`src/rtl/sum_stream_fifo_if.sv`:
```
// Stream bundle between the summing-block consumer FIFO and its neighbours.
interface sum_stream_fifo_if #(
  parameter int unsigned DATA_WIDTH = 8,
  parameter int unsigned DEPTH      = 4,
  parameter int unsigned CNT_WIDTH  = 8
);
  localparam int unsigned LVL_W = $clog2(DEPTH) + 1;

  logic [DATA_WIDTH-1:0] din;
  logic                  din_en;
  logic [DATA_WIDTH-1:0] dout;
  logic                  dout_vld;
  logic                  dout_rd;
  logic [LVL_W-1:0]      level;
  logic                  warm;
  logic                  overflow;
  logic [CNT_WIDTH-1:0]  drop_cnt;

  // Producer/consumer side driving the FIFO
  modport master (
    output din, din_en, dout_rd,
    input  dout, dout_vld, level, warm, overflow, drop_cnt
  );

  // FIFO side
  modport slave (
    input  din, din_en, dout_rd,
    output dout, dout_vld, level, warm, overflow, drop_cnt
  );
endinterface

```
`src/rtl/sum_stream_fifo.sv`:
```
// First-word-fall-through FIFO capturing the upstream sum, with warm-up
// discard of pipeline refill samples and sticky overflow / saturating drop count.
module sum_stream_fifo #(
  parameter int unsigned DATA_WIDTH = 8,
  parameter int unsigned DEPTH      = 4,
  parameter int unsigned WARMUP     = 2,
  parameter int unsigned CNT_WIDTH  = 8
) (
  input logic               clk,
  input logic               rst_n,
  sum_stream_fifo_if.slave  bus
);
  localparam int unsigned PTR_W  = $clog2(DEPTH);
  localparam int unsigned LVL_W  = PTR_W + 1;
  localparam int unsigned WCNT_W = (WARMUP > 0) ? $clog2(WARMUP + 1) : 1;

  logic [DATA_WIDTH-1:0] mem_q [DEPTH];
  logic [DATA_WIDTH-1:0] mem_d [DEPTH];
  logic [PTR_W-1:0]      wptr_q, wptr_d;
  logic [PTR_W-1:0]      rptr_q, rptr_d;
  logic [LVL_W-1:0]      level_q, level_d;
  logic                  dout_vld_q, dout_vld_d;
  logic [WCNT_W-1:0]     wcnt_q, wcnt_d;
  logic                  warm_q, warm_d;
  logic                  overflow_q, overflow_d;
  logic [CNT_WIDTH-1:0]  drop_cnt_q, drop_cnt_d;

  logic push_req;
  logic pop;
  logic full;
  logic push;
  logic drop;

  // Next-state: warm-up counting, push/pop arbitration, drop accounting
  always_comb begin
    mem_d      = mem_q;
    wptr_d     = wptr_q;
    rptr_d     = rptr_q;
    level_d    = level_q;
    wcnt_d     = wcnt_q;
    overflow_d = overflow_q;
    drop_cnt_d = drop_cnt_q;

    push_req = bus.din_en && warm_q;
    pop      = dout_vld_q && bus.dout_rd;
    full     = (level_q == LVL_W'(DEPTH));
    push     = push_req && (!full || pop);
    drop     = push_req && full && !pop;

    if (wcnt_q != WCNT_W'(WARMUP)) begin
      wcnt_d = wcnt_q + WCNT_W'(1);
    end

    if (push) begin
      mem_d[wptr_q] = bus.din;
      wptr_d        = wptr_q + PTR_W'(1);
    end

    if (pop) begin
      rptr_d = rptr_q + PTR_W'(1);
    end

    case ({push, pop})
      2'b10:   level_d = level_q + LVL_W'(1);
      2'b01:   level_d = level_q - LVL_W'(1);
      default: level_d = level_q;
    endcase

    if (drop) begin
      overflow_d = 1'b1;
      if (drop_cnt_q != {CNT_WIDTH{1'b1}}) begin
        drop_cnt_d = drop_cnt_q + CNT_WIDTH'(1);
      end
    end

    dout_vld_d = (level_d != '0);
    warm_d     = (wcnt_d == WCNT_W'(WARMUP));
  end

  // State registers; reset discards buffered data and restarts warm-up
  always_ff @(posedge clk or negedge rst_n) begin
    if (!rst_n) begin
      for (int i = 0; i < int'(DEPTH); i++) begin
        mem_q[i] <= '0;
      end
      wptr_q     <= '0;
      rptr_q     <= '0;
      level_q    <= '0;
      dout_vld_q <= 1'b0;
      wcnt_q     <= '0;
      warm_q     <= (WARMUP == 0);
      overflow_q <= 1'b0;
      drop_cnt_q <= '0;
    end else begin
      mem_q      <= mem_d;
      wptr_q     <= wptr_d;
      rptr_q     <= rptr_d;
      level_q    <= level_d;
      dout_vld_q <= dout_vld_d;
      wcnt_q     <= wcnt_d;
      warm_q     <= warm_d;
      overflow_q <= overflow_d;
      drop_cnt_q <= drop_cnt_d;
    end
  end

  // Head of FIFO falls through from storage; stale when empty
  assign bus.dout     = mem_q[rptr_q];
  assign bus.dout_vld = dout_vld_q;
  assign bus.level    = level_q;
  assign bus.warm     = warm_q;
  assign bus.overflow = overflow_q;
  assign bus.drop_cnt = drop_cnt_q;
endmodule

```
`src/flat_wrapper.sv`:
```
// flat-port wrapper written by rule: the top's interface ports become plain ports
module sum_stream_fifo_flat 
#(
  parameter int unsigned DATA_WIDTH = 8,
  parameter int unsigned DEPTH      = 4,
  parameter int unsigned WARMUP     = 2,
  parameter int unsigned CNT_WIDTH  = 8
)
  (clk, rst_n, bus_din, bus_din_en, bus_dout_rd, bus_dout, bus_dout_vld, bus_level, bus_warm, bus_overflow, bus_drop_cnt);
  sum_stream_fifo_if #(.DATA_WIDTH(DATA_WIDTH), .DEPTH(DEPTH), .CNT_WIDTH(CNT_WIDTH)) bus_i ();
  input logic clk;
  input logic rst_n;
  input wire logic [$bits(bus_i.din)-1:0] bus_din;
  input wire logic [$bits(bus_i.din_en)-1:0] bus_din_en;
  input wire logic [$bits(bus_i.dout_rd)-1:0] bus_dout_rd;
  output wire logic [$bits(bus_i.dout)-1:0] bus_dout;
  output wire logic [$bits(bus_i.dout_vld)-1:0] bus_dout_vld;
  output wire logic [$bits(bus_i.level)-1:0] bus_level;
  output wire logic [$bits(bus_i.warm)-1:0] bus_warm;
  output wire logic [$bits(bus_i.overflow)-1:0] bus_overflow;
  output wire logic [$bits(bus_i.drop_cnt)-1:0] bus_drop_cnt;
  assign bus_i.din = bus_din;
  assign bus_i.din_en = bus_din_en;
  assign bus_i.dout_rd = bus_dout_rd;
  assign bus_dout = bus_i.dout;
  assign bus_dout_vld = bus_i.dout_vld;
  assign bus_level = bus_i.level;
  assign bus_warm = bus_i.warm;
  assign bus_overflow = bus_i.overflow;
  assign bus_drop_cnt = bus_i.drop_cnt;
  sum_stream_fifo #(.DATA_WIDTH(DATA_WIDTH), .DEPTH(DEPTH), .WARMUP(WARMUP), .CNT_WIDTH(CNT_WIDTH)) u_core (.clk(clk), .rst_n(rst_n), .bus(bus_i));
endmodule
```
`config.mk`:
```
export PLATFORM = sky130hd
export DESIGN_NAME = sum_stream_fifo_flat
export DESIGN_NICKNAME = d
export VERILOG_FILES = /design/src/rtl/sum_stream_fifo_if.sv /design/src/rtl/sum_stream_fifo.sv /design/src/flat_wrapper.sv
export SDC_FILE = /design/constraint.sdc
export NUM_CORES = 1
export LEC_CHECK = 0
export BUFFER_PORTS_ARGS = -buffer_cell sky130_fd_sc_hd__buf_2
export CAP_MARGIN = 20
export CORE_MARGIN = 10
export CORE_UTILIZATION = 50
export CTS_BUF_LIST = sky130_fd_sc_hd__clkbuf_8 sky130_fd_sc_hd__clkbuf_16
export CTS_CLUSTER_SIZE = 8
export DETAILED_ROUTE_END_ITERATION = 10
export PLACE_DENSITY = 0.74
export SETUP_SLACK_MARGIN = 0.1
export SLEW_MARGIN = 25
export SYNTH_ARGS = -nofsm -noshare
export SYNTH_HDL_FRONTEND = slang
export SYNTH_SLANG_ARGS = --single-unit
```
`constraint.sdc`:
```
create_clock -name clk -period 2.1 [get_ports clk]
set_input_delay 0.21 -clock clk [delete_from_list [all_inputs] [get_ports clk]]
set_output_delay 0.21 -clock clk [all_outputs]
set_load 0.005 [all_outputs]
```
; Word-level counts from Yosys, hierarchy flattened
; Cells that the tools add are included.
[op_classes]
n_addsub = 6
n_reduce_logical = 11
bitwise_logic = 2
mux = 8
eq_ne = 6
order_cmp = 3
[ops]
columns = operator, n
row1 = $bwmux 32, 1
row2 = $mux 8, 3
row3 = $bmux 8 s2, 1
row4 = $demux 8 s2, 1
row5 = $add 8x1->8 const B, 1
row6 = $ne 8x8->1 const B, 1
row7 = $add 2x1->2 const B, 3
row8 = $ge 3x3->1 const B, 2
row9 = $logic_and 1x1->1, 6
row10 = $not 2->3, 2
row11 = $pmux 3 s2, 1
row12 = $eq 2x2->1 const B, 2
row13 = $add 3x1->3 const B, 1
row14 = $eq 3x3->1 const B, 1
row15 = $lt 3x1->1 const B, 1
row16 = $reduce_bool 3->1, 1
row17 = $sub 3x1->3 const B, 1
row18 = $eq 2x1->1 const B, 1
row19 = $logic_not 1->1, 2
row20 = $mux 2, 1
row21 = $ne 2x2->1 const B, 1
row22 = $reduce_and 2->1, 1
row23 = $logic_or 1x1->1, 1
[word_totals]
regBits = 52
word_cells = 48
input_bits = 12
output_inout_bits = 22

; Depth between registers and ports, before layout
[logic_depth]
ltp_word = 7
depth_mapped = 9
mapped_depth_nobuf = 9

; Least setup slack after synthesis
; OpenSTA, ideal clock, no wires.
[synth_timing]
kind = reg-to-reg
from = reg u_core.level_q[0], in the netlist u_core.bus.level[0]
to = reg u_core.dout_vld_q, in the netlist u_core.bus.dout_vld
required_ns = 1.969
slack_ns = -0.174
t_arrival_ns = 2.143
path_stages_with_launch = 8
synth_period_minus_slack_ns = 2.274
n_path_buf = 0
setup_time_ns = 0.131
path_cell_list = dfrtp_1 > a211oi_4 > a21oi_2 > inv_1 > ha_1 > fa_1 > mux2_2 > or3_1
[synth_between]
elab_chain_len = 7
word_cells_on_any_way = 10
cone_classes = add/sub: 2 / eq/ne: 3 / mux: 1 / reduce/logical: 4
[synth_lines]
columns = item, line
row1 = start: declaration, sum_stream_fifo.sv:21  ; logic [LVL_W-1:0] level_q, level_d;
row2 = start signal: assignment, sum_stream_fifo.sv:98  ; level_q <= level_d;
row3 = $eq 3x3->1, sum_stream_fifo.sv:46  ; full = (level_q == LVL_W'(DEPTH));
row4 = $logic_not 1->1, sum_stream_fifo.sv:47  ; push = push_req && (!full || pop);
row5 = $logic_or 1x1->1, sum_stream_fifo.sv:47
row6 = $logic_and 1x1->1, sum_stream_fifo.sv:47
row7 = $eq 2x1->1 or $eq 2x2->1 (tied branches), sum_stream_fifo.sv:63  ; case ({push, pop})
row8 = $pmux 3 s2 *, sum_stream_fifo.sv:63
row9 = net u_core.level_d[1], sum_stream_fifo.sv:21
row10 = $reduce_bool 3->1 *, sum_stream_fifo.sv:76  ; dout_vld_d = (level_d != '0);
row11 = net u_core.dout_vld_d, sum_stream_fifo.sv:22  ; logic dout_vld_q, dout_vld_d;
row12 = end signal: assignment, sum_stream_fifo.sv:99  ; dout_vld_q <= dout_vld_d;
row13 = end: declaration, sum_stream_fifo.sv:22
; Mark *: on every way through the listed nets, which the timed path passes. The rest lies on a longest branch.
; A chain may end at the register's enable or synchronous reset.

; Worst setup path in the final report
; Same ends and word-level chain as after synthesis.

==> PnR_summary.wiki <==
{| class="wikitable"
! Metric !! Value
|-
| Run status || finished, violations left
|-
| Failing checks || setup timing
|-
| Number of hold violations in the final report || 0
|-
| Via count of the first global-routing pass || 1566
|-
| Placed wire-length estimate after detailed placement || 3540 um
|-
| Detailed-router iteration count before antenna repair || 4
|-
| Minimum period implied by the final worst setup slack || approximately 2.2 ns
|-
| DRC violations left || 0
|-
| Starting density of the core || 52.1%
|-
| Final Skew || 0.0124 ns
|-
| Worst path bufs/invs || 1
|-
| Number of violations reported at the end of detailed-routing iteration 0 || 79
|-
| Die span in y || 90.4 um
|-
| Input/output buffers || 33
|-
| CP max stage cell || fa_2
|-
| CTS Buf Count || 5
|-
| Yosys warning count || 0
|-
| Wire length reported by the detailed router || about 4700 um
|-
| Part of the cycle the worst path needs || 104%
|-
| Area of the mapped netlist || 2480 um2
|-
| # clock sinks || ~50
|-
| Syn Inst Count || between 150 and 200
|-
| Most instantiated library cell after synthesis || dfrtp_1
|-
| Yosys top cell area share || 51.5%
|-
| Routability congestion estimate || 0.769
|-
| Startpoint-to-endpoint class of the critical path || register to register
|-
| Dominant synthesized flop cell || dfrtp_1
|-
| Synth cell types || 28
|-
| Worst-path maximum fanout || 2
|-
| Power consumption || around 0.0043 W
|-
| Buffer type at the clock tree root || clkbuf_8
|-
| Longest individual stage delay on the worst path || between 0.4 and 0.5 ns
|-
| Buffer depth of the longest clock path || 2
|-
| CP required || around 2.3 ns
|-
| Worst slew margin relative to its limit || 63.0%
|-
| Clock latency on the worst-skew pair || 0.30 ns
|-
| Largest net degree at the start of global routing || 27
|-
| Maximum ir drop on the vdd rail || around 0.74 mV
|-
| Number of H-tree branching levels || 2
|-
| Min setup slack post-route || -0.0764 ns
|-
| Area of all placed cells without fillers || 2950 um2
|-
| Clock-pin slew of the registers on the worst-case setup and hold paths || 0.09 ns
|-
| Total global routing track utilization || between 10% and 20%
|-
| Setup repair after global routing missed its margin || true
|-
| Power per unit of standard cell area || 1470 nW/um2
|-
| Cells along the critical path || a211oi_4 -> a21oi_4 -> inv_1 -> ha_2 -> fa_2 -> mux2_4 -> or3_1
|-
| Final setup viols || 1
|-
| Number of register bits inferred by synthesis || 51
|-
| Min-delay worst type || primary input to register
|-
| Initial antenna violation count || 0
|-
| Max Freq || roughly 460 MHz
|-
| Standard-cell row count || 25
|-
| Placement-stage cell area || roughly 2800 um2
|-
| Worst Setup End Kind || register
|-
| Final Net Count || 228
|-
| First-pass GRT wire length || around 7900 um
|-
| Routed wirelength normalized by instance count || roughly 17 um
|-
| Synth Net Count || 176
|-
| Most frequent cells after synthesis || dfrtp_1 (51), mux2_4 (32), mux4_2 (8)
|-
| Synthesized area per cell || 15.9 um2
|-
| Vias/cell || between 5 and 6
|-
| CTS tree || yes
|-
| Share of cells above drive strength 1 || 54.5%
|-
| Number of max-cap violations || 0
|-
| Floorplan core area || 4750 um2
|-
| Transition time of the tightest slew-check pin || around 0.56 ns
|-
| Worst hold margin || around 0.19 ns
|-
| Antenna Violating Nets Remaining || 0
|-
| Proportion of synthesized chip area in sequential cells || 51.5%
|-
| Max-slew violation count || 0
|-
| Post-synthesis cell type with the largest combined area || dfrtp_1
|-
| LEAKAGE || 1.39 nW
|-
| GRT Residual Overflow || 0
|-
| Number of flops mapped to enable cells by yosys || 0
|-
| Die Span X || 90.4 um
|-
| Growth of design area from synthesis to finish || 18.8%
|-
| Leading cell types by total area after synthesis || dfrtp_1 (51%), mux2_4 (19%), mux4_2 (7.3%), ha_1 (3.5%), xor2_1 (2.5%)
|-
| ANT cells || 0
|-
| Via count || 1405
|-
| Cell type group with the largest total delay on the critical path || adder cells
|-
| Startpoint Class || register
|-
| Die ar. || 8170 um2
|-
| Async set-reset flop share out of synthesis || 100%
|-
| Top-level port count || 34
|-
| CP arrival || 2.36 ns
|-
| Sum of negative setup slack || -0.0764 ns
|}
[layout by cell type, fill, tap and decap left out, drive strengths merged, types with 2 or more instances in the layout]
cell type,instances
dfrtp,51
nor2,3
clkbuf,5
nand2b,2
nand4,2
xnor2,4
clkinv,2
buf,50
nor3,3
mux4,8
and2,5
inv,5
ha,7
nand3,3
xor2,7
nand2,6
mux2,36
[cell families (layout without fill, tap and decap cells)]
kind of cell | Yosys count | after routing | share of synthesized area (%)
multiplexers | 44 | 44 | 28.5
AO/OA/AOI/OAI | 3 | 3 | 1.36
flip-flops | 51 | 51 | 51.5
adder cells (fa/ha/maj) | 8 | 8 | 4.34
buffers and inverters | 11 | 64 | 2.93
XOR/XNOR | 11 | 11 | 3.89
AND/OR/NAND/NOR | 28 | 28 | 7.52
[what timing repair did]
action | in CTS | in global routing
pin swaps | 3 | 2
endpoints found under the setup margin | 1 | 3
setup buffers | 3 | 2
hold endpoints to repair | 24 | 0
hold buffers | 1 | 0
resized for setup | 1 | 1
[sequential cells by signal, indices dropped and copies added (netlist names)]
name	cells
u_core.bus.dout_vld	1
u_core.wptr_q	2
u_core.wcnt_q	1
u_core.bus.overflow	1
u_core.bus.warm	1
u_core.mem_q	32
u_core.bus.level	3
u_core.bus.drop_cnt	8
u_core.rptr_q	2
[per-stage QoR]
step / instances / setup slack, ns / utilization, %
after floorplan: 156 / -0.128 / -
after global placement: 262 / -0.00821 / 58.4
after detailed placement: 262 / -0.0990 / 58.4
after CTS: 274 / -0.0838 / 61.6
after global routing: 276 / -0.137 / 61.9
final: 276 / -0.0764 / 61.9
[worst register-to-register path, delay by kind of cell, from the launching register on]
kind / cells / cell delay [ns]
buf+inv: 1 / 0.07
fa+ha+maj: 2 / 0.63
flops: 1 / 0.42
mux: 1 / 0.28
compound gates: 2 / 0.37
simple gates: 1 / 0.30
[power breakdown]
group | switching [W] | internal [W]
clock | 0.000306 | 0.000355
combinational | 0.000685 | 0.00126
sequential | 0.000310 | 0.00141
total | 0.00130 | 0.00303
[per-layer routing]
metal  vias up  track usage (%)  wire (um)
met2        26             20.5       2420
met1       723             13.9       2090
met5         -                0          0
met3         2             4.16        197
li1        654                -          -
met4         0             2.65         21
[final timing paths]
kind | from | end | slack [ns] | cells past startpoint
hold / removal | bus_din[1] | u_core.mem_q[1] | 0.19 | 2
hold reg to reg | u_core.bus.overflow | u_core.bus.overflow | 0.48 | 1
max in group asynchronous | rst_n | u_core.mem_q[27] | 1.02 | 3
min in group asynchronous | rst_n | u_core.mem_q[24] | 0.43 | 2
setup / recovery | u_core.bus.level[0] | u_core.bus.dout_vld | -0.08 | 7
setup reg to reg | u_core.bus.level[0] | u_core.bus.dout_vld | -0.08 | 7
[final cells by class]
| class | count | area (um2) |
|---|---|---|
| tap | 67 | 83.8 |
| clock buffer | 5 | 68.8 |
| multi-input combinational | 94 | 1150 |
| sequential | 51 | 1280 |
| timing repair buffer | 51 | 307 |
| inverter | 5 | 18.8 |
| clock inverter | 3 | 43.8 |
| fill | 364 | 1810 |
(Power assumes the default switching activity.)
